**src/rtl/div4_window_tally_if.sv**
```systemverilog
// div4_window_tally_if: sample stream handshake and window statistics bundle.
interface div4_window_tally_if #(
   parameter int N      = 4,
   parameter int WINDOW = 100,
   parameter int CW     = $clog2(WINDOW + 1)
);
   logic          start;
   logic          in_valid;
   logic          in_ready;
   logic [N-1:0]  x;
   logic          d_valid;
   logic          d;
   logic [N-1:0]  d_x;
   logic [CW-1:0] hits;
   logic [CW-1:0] count;
   logic          busy;
   logic          done;
   modport master (
      output start, in_valid, x,
      input  in_ready, d_valid, d, d_x, hits, count, busy, done
   );
   modport slave (
      input  start, in_valid, x,
      output in_ready, d_valid, d, d_x, hits, count, busy, done
   );
endinterface

```
**src/rtl/div4_window_tally.sv**
```systemverilog
// div4_window_tally: registers the divisible-by-4 flag per accepted sample and
// tallies hits over a window of WINDOW accepts, pulsing done at completion.
module div4_window_tally #(
   parameter int N      = 4,
   parameter int WINDOW = 100,
   parameter int CW     = $clog2(WINDOW + 1)
) (
   input logic              clk,
   input logic              rst_n,
   div4_window_tally_if.slave bus
);
   typedef enum logic [1:0] {IDLE, RUN, DONE} state_t;
   localparam logic [CW-1:0] LAST = CW'(WINDOW - 1);
   state_t        state_q, state_d;
   logic          d_valid_q, d_q;
   logic [N-1:0]  d_x_q;
   logic [CW-1:0] hits_q, hits_d, count_q, count_d;
   logic          accept, d_new;
   assign accept = (state_q == RUN) && bus.in_valid;
   assign d_new  = ~|bus.x[1:0];
   always_ff @(posedge clk or negedge rst_n)
      if (!rst_n) state_q <= IDLE;
      else        state_q <= state_d;
   always_comb begin
      state_d = state_q;
      case (state_q)
         IDLE:    state_d = bus.start ? RUN : IDLE;
         RUN:     state_d = (accept && count_q == LAST) ? DONE : RUN;
         default: state_d = IDLE;
      endcase
   end
   always_comb begin
      bus.in_ready = state_q == RUN;
      bus.busy     = state_q != IDLE;
      bus.done     = state_q == DONE;
   end
   // the start edge out of IDLE clears the tallies; otherwise only accepts move them
   always_comb begin
      count_d = (state_q == IDLE && bus.start) ? '0 : accept ? count_q + 1'b1 : count_q;
      hits_d  = (state_q == IDLE && bus.start) ? '0 : accept ? hits_q + CW'(d_new) : hits_q;
   end
   always_ff @(posedge clk or negedge rst_n)
      if (!rst_n) begin
         d_valid_q <= 1'b0;
         d_q       <= 1'b0;
         d_x_q     <= '0;
         hits_q    <= '0;
         count_q   <= '0;
      end else begin
         d_valid_q <= accept;
         hits_q    <= hits_d;
         count_q   <= count_d;
         if (accept) begin
            d_q   <= d_new;
            d_x_q <= bus.x;
         end
      end
   assign bus.d_valid = d_valid_q;
   assign bus.d       = d_q;
   assign bus.d_x     = d_x_q;
   assign bus.hits    = hits_q;
   assign bus.count   = count_q;
endmodule

```
**src/flat_wrapper.sv**
```systemverilog
// flat-port wrapper written by rule: the top's interface ports become plain ports
module div4_window_tally_flat 
#(
   parameter int N      = 4,
   parameter int WINDOW = 100,
   parameter int CW     = $clog2(WINDOW + 1)
)
  (clk, rst_n, bus_start, bus_in_valid, bus_x, bus_in_ready, bus_d_valid, bus_d, bus_d_x, bus_hits, bus_count, bus_busy, bus_done);
  div4_window_tally_if #(.N(N), .WINDOW(WINDOW), .CW(CW)) bus_i ();
  input logic clk;
  input logic rst_n;
  input wire logic [$bits(bus_i.start)-1:0] bus_start;
  input wire logic [$bits(bus_i.in_valid)-1:0] bus_in_valid;
  input wire logic [$bits(bus_i.x)-1:0] bus_x;
  output wire logic [$bits(bus_i.in_ready)-1:0] bus_in_ready;
  output wire logic [$bits(bus_i.d_valid)-1:0] bus_d_valid;
  output wire logic [$bits(bus_i.d)-1:0] bus_d;
  output wire logic [$bits(bus_i.d_x)-1:0] bus_d_x;
  output wire logic [$bits(bus_i.hits)-1:0] bus_hits;
  output wire logic [$bits(bus_i.count)-1:0] bus_count;
  output wire logic [$bits(bus_i.busy)-1:0] bus_busy;
  output wire logic [$bits(bus_i.done)-1:0] bus_done;
  assign bus_i.start = bus_start;
  assign bus_i.in_valid = bus_in_valid;
  assign bus_i.x = bus_x;
  assign bus_in_ready = bus_i.in_ready;
  assign bus_d_valid = bus_i.d_valid;
  assign bus_d = bus_i.d;
  assign bus_d_x = bus_i.d_x;
  assign bus_hits = bus_i.hits;
  assign bus_count = bus_i.count;
  assign bus_busy = bus_i.busy;
  assign bus_done = bus_i.done;
  div4_window_tally #(.N(N), .WINDOW(WINDOW), .CW(CW)) u_core (.clk(clk), .rst_n(rst_n), .bus(bus_i));
endmodule
```
**config.mk**
```make
export PLATFORM = sky130hd
export DESIGN_NAME = div4_window_tally_flat
export DESIGN_NICKNAME = d
export VERILOG_FILES = /design/src/rtl/div4_window_tally_if.sv /design/src/rtl/div4_window_tally.sv /design/src/flat_wrapper.sv
export SDC_FILE = /design/constraint.sdc
export NUM_CORES = 1
export LEC_CHECK = 0
export CAP_MARGIN = 10
export CORE_UTILIZATION = 50
export CTS_BUF_LIST = sky130_fd_sc_hd__clkbuf_4
export CTS_CLUSTER_SIZE = 10
export DETAILED_ROUTE_END_ITERATION = 6
export PLACE_DENSITY = 0.91
export SLEW_MARGIN = 5
export SYNTH_ARGS = -nofsm -noshare
export SYNTH_HDL_FRONTEND = slang
export SYNTH_SLANG_ARGS = --single-unit
```
**constraint.sdc**
```tcl
create_clock -name clk -period 3.5 [get_ports clk]
set_input_delay 0.7 -clock clk [delete_from_list [all_inputs] [get_ports clk]]
set_output_delay 0.7 -clock clk [all_outputs]
set_load 0.03 [all_outputs]
```
==> results.json, run 1 <==
{
  "post_cts_resize_count": 0,
  "p_leak_nw": 0.5940,
  "synth-async-reset-ratio": 1.000,
  "post_cts_buffers": 0,
  "drt-vias-per-instance": 5.684,
  "dpl.hpwl_microns": 1538,
  "antenna_left": 0,
  "cpPeakStageDelay_ns": 0.69,
  "end_kind": "output port",
  "crit_chain": "nor2b_1 > clkdlybuf4s50_1",
  "rows": 16,
  "cp.required_ns": 2.80,
  "grt_max_degree": 23,
  "routabilityCongestion": 0.7952,
  "hold_path_class": "register to register",
  "slew_headroom": 0.3582,
  "cts_tree": "done",
  "ys.flop_type": "dfrtp_1",
  "yosysWarnings": 0,
  "clk_pin_slew_worst_paths_ns": 0.11,
  "clkPwrFrac": 0.155,
  "nFillCells": 162,
  "syn_area_per_cell_sq_um": 10.58,
  "finalPower_uw": 748.9,
  "ir_drop_uv": 431.5,
  "drive_above_1_share": 0.04688,
  "holdBufCountCts": 0,
  "whs_path_depth": 1,
  "routed-wl-met2_microns": 1007,
  "seq_area_frac_synth": 0.5308,
  "num_vias": 881,
  "seq_power_share": 0.474,
  "power_density_nw_per_um2": 546.6,
  "ys_ff_latch": 22,
  "synth_top_cell_area_share": 0.5308,
  "ys_top_cells_by_count": "nand2_1 (23), dfrtp_1 (22), nand4_1 (5)",
  "cts_max_path_buffers": 2,
  "dr.pass1.iters": 4,
  "worst_pin_slew_ns": 0.9596,
  "routedWlPerCell_microns": 13.63,
  "antenna_cells": 0,
  "net-switching-power_uw": 290.0,
  "dieHeight_microns": 47.55,
  "drcViolationCount": 0,
  "cp-start-kind": "register",
  "syn_to_final_growth_pct": 32.09,
  "rsz0062_at_grt": "false",
  "crit_slowest_cell": "clkdlybuf4s50_1",
  "grt_pass1_vias": 766,
  "start_util": 0.5287,
  "grt_pass1_wl_microns": 3277,
  "crit_arrival_ns": 1.73,
  "skew_ns": 0.003502,
  "ys_types": 28,
  "status": "complete, no violations",
  "maxSlewViolCount": 0,
  "ys_top_cells_by_area": "dfrtp_1 (53%), nand2_1 (8.3%), ha_1 (3.6%)",
  "root_buffer": "clkbuf_4",
  "cts.sinks": 22,
  "switching_share": 0.3872,
  "reg2reg_depth": 3,
  "synth_area_leader_cell": "dfrtp_1",
  "highest_layer": "met4",
  "synth_nets": 109,
  "synth_area_sq_um": 1037,
  "grt_use_total": 0.2115,
  "design.die.area_sq_um": 2261,
  "cts_made_buffers": 3,
  "io_buffers": 30,
  "maxCapViolCount": 0,
  "ioPinCount": 31,
  "die_w_microns": 47.55,
  "period_minus_slack_ns": 2.429,
  "htree_levels": 1,
  "synth_edf_count": 0,
  "dr_wl_met3_microns": 140,
  "p_int_uw": 458.9,
  "yosys.cell_count.top_type": "nand2_1",
  "grt_antenna_before_repair": 0,
  "nets": 140,
  "routed_wl_microns": 2113,
  "drt_iter0_drc": 12,
  "tns_ns": 0,
  "crit_fanout": 9,
  "combPwrFrac": 0.371,
  "hold_viol_final": 0,
  "grt_remaining_overflow": 0,
  "critical_path_class": "register to output port",
  "clk_latency_ns": 0.31,
  "synthCells": 98,
  "post-route-period-util": 0.6941,
  "wl_met1_microns": 918,
  "setup_viol": 0,
  "fmax_ghz": 0.4116,
  "core_area_sq_um": 1962
}
## per-stage QoR
stage                     instances  cell area, sq um  hold WS (ns)  utilization  worst slack (ns)
after floorplan                  98              1037        0.4044            -             1.741
after global placement          151              1344        0.4642       0.6849             1.196
after detailed placement        151              1344        0.4670       0.6849             1.166
after CTS                       155              1370        0.4973       0.6983             1.074
after global routing            155              1370        0.5396       0.6983             1.002
final                           155              1370        0.4921       0.6983             1.071
## logic make-up after synthesis
family                   share of synthesized area
AND/OR/NAND/NOR                             0.2569
flip-flops                                  0.5308
AO/OA/AOI/OAI                               0.1001
buffers and inverters                      0.03015
multiplexers                               0.02895
adder cells (fa/ha/maj)                    0.03619
XOR/XNOR                                   0.01689
## sequential cells by signal, indices dropped and copies added, names as in the netlist
name                count
u_core.bus.count        7
u_core.bus.d            1
u_core.bus.d_valid      1
u_core.bus.d_x          4
u_core.bus.hits         7
u_core.state_q          2
## worst max-delay path: cells and delay by family, from the launching register on
| family | cells | cell delay (ns) |
|---|---|---|
| and+or+nand+nor | 1 | 0.21 |
| DFF | 1 | 0.53 |
| buffers and inverters | 1 | 0.69 |
## layer usage
metal,up-vias,GRT usage
li1,417,-
met1,426,0.2749
met2,33,0.3205
met3,5,0.05660
met4,0,0.1167
met5,-,0
## final timing paths
path | slack (ns) | from | to
worst max-delay path | 1.07 | u_core.state_q[0] | bus_in_ready
worst min-delay path | 0.49 | u_core.bus.hits[6] | u_core.bus.hits[6]
worst max register to register | 1.87 | u_core.state_q[0] | u_core.bus.count[1]
worst min register to register | 0.49 | u_core.bus.hits[6] | u_core.bus.hits[6]
max in group asynchronous | 2.01 | rst_n | u_core.bus.count[6]
min in group asynchronous | 0.91 | rst_n | u_core.bus.hits[2]
## power by group through the flow
stage | logic, mW | registers [mW] | clock network, mW
finish | 0.278 | 0.355 | 0.116
global placement | 0.274 | 0.357 | 0
global route | 0.298 | 0.364 | 0.132
floorplan | 0.0826 | 0.431 | 0
detailed placement | 0.280 | 0.358 | 0
CTS | 0.281 | 0.354 | 0.122
## cell usage in the layout (no fill, tap or decap), drive strengths merged, types with 4 or more instances in the layout
cell type,count
nand2,23
nand4,5
dfrtp,22
nand4b,4
nor2,4
clkdlybuf4s50,30
o31ai,4
o211ai,4
## area by class of cell
class | instances | area (sq um) | share of cell area
Clock buffer | 3 | 22.52 | 0.01644
Timing Repair Buffer | 30 | 300.3 | 0.2192
Multi-Input combinational cell | 71 | 455.4 | 0.3324
Sequential cell | 22 | 550.5 | 0.4018
Inverter | 1 | 3.754 | 0.002740
Tap cell | 27 | 33.78 | 0.02466
Clock inverter | 1 | 3.754 | 0.002740
(Power assumes the default switching activity.)
==> inputs of run 2 (changes only) <==
--- a/config.mk
+++ b/config.mk
@@ -6,11 +6,11 @@
 export NUM_CORES = 1
 export LEC_CHECK = 0
 export CAP_MARGIN = 10
-export CORE_UTILIZATION = 50
+export CORE_UTILIZATION = 48
 export CTS_BUF_LIST = sky130_fd_sc_hd__clkbuf_4
 export CTS_CLUSTER_SIZE = 10
 export DETAILED_ROUTE_END_ITERATION = 6
-export PLACE_DENSITY = 0.91
+export PLACE_DENSITY = 0.88
 export SLEW_MARGIN = 5
 export SYNTH_ARGS = -nofsm -noshare
 export SYNTH_HDL_FRONTEND = slang
==> constraint.sdc (replaced) <==
create_clock -name clk -period 2.5 [get_ports clk]
set_input_delay 0.5 -clock clk [delete_from_list [all_inputs] [get_ports clk]]
set_output_delay 0.5 -clock clk [all_outputs]
set_load 0.03 [all_outputs]
==> results.json, run 2 (synthesis results as in run 1) <==
{
  "hold_slack_ns": 0.5013,
  "seq_area_sq_um": 550.5,
  "post-route-period-util": 0.8999,
  "grt_pass1_vias": 879,
  "layout_commonest_cell": "clkdlybuf4s50_1",
  "hold_viol_final": 0,
  "cts.sinks": 22,
  "setup_ws_ns": 0.2501,
  "dieHeight_microns": 48.49,
  "status": "complete, no violations",
  "grt_pass1_wl_microns": 4084,
  "maxSlewViolCount": 0,
  "cts_max_path_buffers": 2,
  "cpPeakStageDelay_ns": 0.68,
  "period_minus_slack_ns": 2.250,
  "routabilityCongestion": 0.8369,
  "clk_pin_slew_worst_paths_ns": 0.13,
  "critical_path_class": "register to output port",
  "syn_to_final_growth_pct": 33.53,
  "rows": 16,
  "holdBufCountCts": 0,
  "regToRegStartpoint": "u_core.state_q[1]",
  "drive_above_1_share": 0.06154,
  "routed-wl-met2_microns": 1068,
  "drt_iter0_drc": 12,
  "finalPower_mw": 1.065,
  "cp.required_ns": 2.00,
  "io_buffers": 30,
  "drcViolationCount": 0,
  "dpl_worst_slack_ns": 0.3449,
  "nFillCells": 150,
  "cts_tree": "done",
  "htree_levels": 1,
  "maxCapViolCount": 0,
  "crit_family": "buffers and inverters",
  "post_cts_resize_count": 0,
  "grt_antenna_before_repair": 0,
  "grt_use_total": 0.2241,
  "grt_max_degree": 23,
  "grt_remaining_overflow": 0,
  "dr_wl_met3_microns": 115,
  "fmax_ghz": 0.4445,
  "worst_pin_slew_ns": 0.3252,
  "wl_met1_microns": 1074,
  "power_density_nw_per_um2": 768.9,
  "tns_ns": 0,
  "path_buf_inv": 1,
  "rsz0062_at_grt": "false",
  "ioPinCount": 31,
  "start_util": 0.5181,
  "ir_drop_uv": 581.1,
  "p_leak_nw": 0.6042,
  "root_buffer": "clkbuf_4",
  "crit_arrival_ns": 1.75,
  "min-delay-start": "u_core.bus.d",
  "slew_headroom": 0.7825,
  "crit_fanout": 9,
  "cp-start-kind": "register",
  "antenna_cells": 0,
  "design.die.area_sq_um": 2351,
  "routed_wl_microns": 2284,
  "crit_start": "u_core.state_q[0]",
  "die_w_microns": 48.49,
  "cts_made_buffers": 3,
  "antenna_left": 0,
  "num_vias": 884,
  "dpl.hpwl_microns": 1581,
  "hold_path_class": "register to register",
  "post_cts_buffers": 0,
  "end_kind": "output port",
  "nets": 142,
  "drt-vias-per-instance": 5.631,
  "core_area_sq_um": 2002,
  "crit_slowest_cell": "clkdlybuf4s50_1",
  "routedWlPerCell_microns": 14.55,
  "dr.pass1.iters": 4,
  "crit_chain": "nor2b_1 > clkdlybuf4s50_1",
  "clk_latency_ns": 0.31,
  "setup_viol": 0,
  "multi_input_area_sq_um": 455.4,
  "skew_ns": 0.006041,
  "mostFrequentLayoutCells": "clkdlybuf4s50_1 (30), nand2_1 (23), dfrtp_1 (22)",
  "highest_layer": "met4"
}
[run 2: cell types whose count changed in the layout (fill, tap and decap cells not counted)]
| cell | delta |
|---|---|
| buf_4 | +2 |
[run 2: worst paths after layout]
check,end,slack (ns),cells after the start
setup reg to reg,u_core.bus.hits[5],1.00,3
hold / removal,u_core.bus.d,0.50,2
setup / recovery,bus_in_ready,0.25,2
hold reg to reg,u_core.bus.d,0.50,2
min in group asynchronous,u_core.bus.hits[2],0.51,2
max in group asynchronous,u_core.bus.count[3],1.76,2
[run 2: worst register-to-register path, delay by kind of cell (launching register included)]
family | cells | cell delay, ns
and+or+nand+nor | 2 | 0.79
AOI/OAI and AO/OA | 1 | 0.16
DFF | 1 | 0.49
[run 2: per-stage QoR]
| stage | instance area, sq um | utilization | instances |
|---|---|---|---|
| 6_report | 1385 | 0.6919 | 157 |
| 5_1_grt | 1385 | 0.6919 | 157 |
| 4_1_cts | 1385 | 0.6919 | 157 |
| 3_5_place_dp | 1359 | 0.6788 | 153 |
| 3_3_place_gp | 1359 | 0.6788 | 153 |
| 2_1_floorplan | 1037 | - | 98 |
[run 2: layout make-up]
cell class                 count  area share
tap                           27     0.02439
clock inverter                 1    0.002710
sequential                    22      0.3975
multi-input combinational     71      0.3288
timing repair buffer          32      0.2276
clock buffer                   3     0.01626
inverter                       1    0.002710
[run 2: report_power, final]
group	total (mW)	switching, mW	internal (mW)
Combinational	0.393	0.221	0.171
Clock	0.170	0.112	0.0585
Sequential	0.502	0.0869	0.415
Total	1.07	0.420	0.645
[run 2: per-layer routing]
| layer | track usage | vias up |
|---|---|---|
| met4 | 0.08824 | 0 |
| met1 | 0.2971 | 432 |
| met3 | 0.04088 | 3 |
| met2 | 0.3662 | 28 |
| met5 | 0 | - |
| li1 | - | 421 |
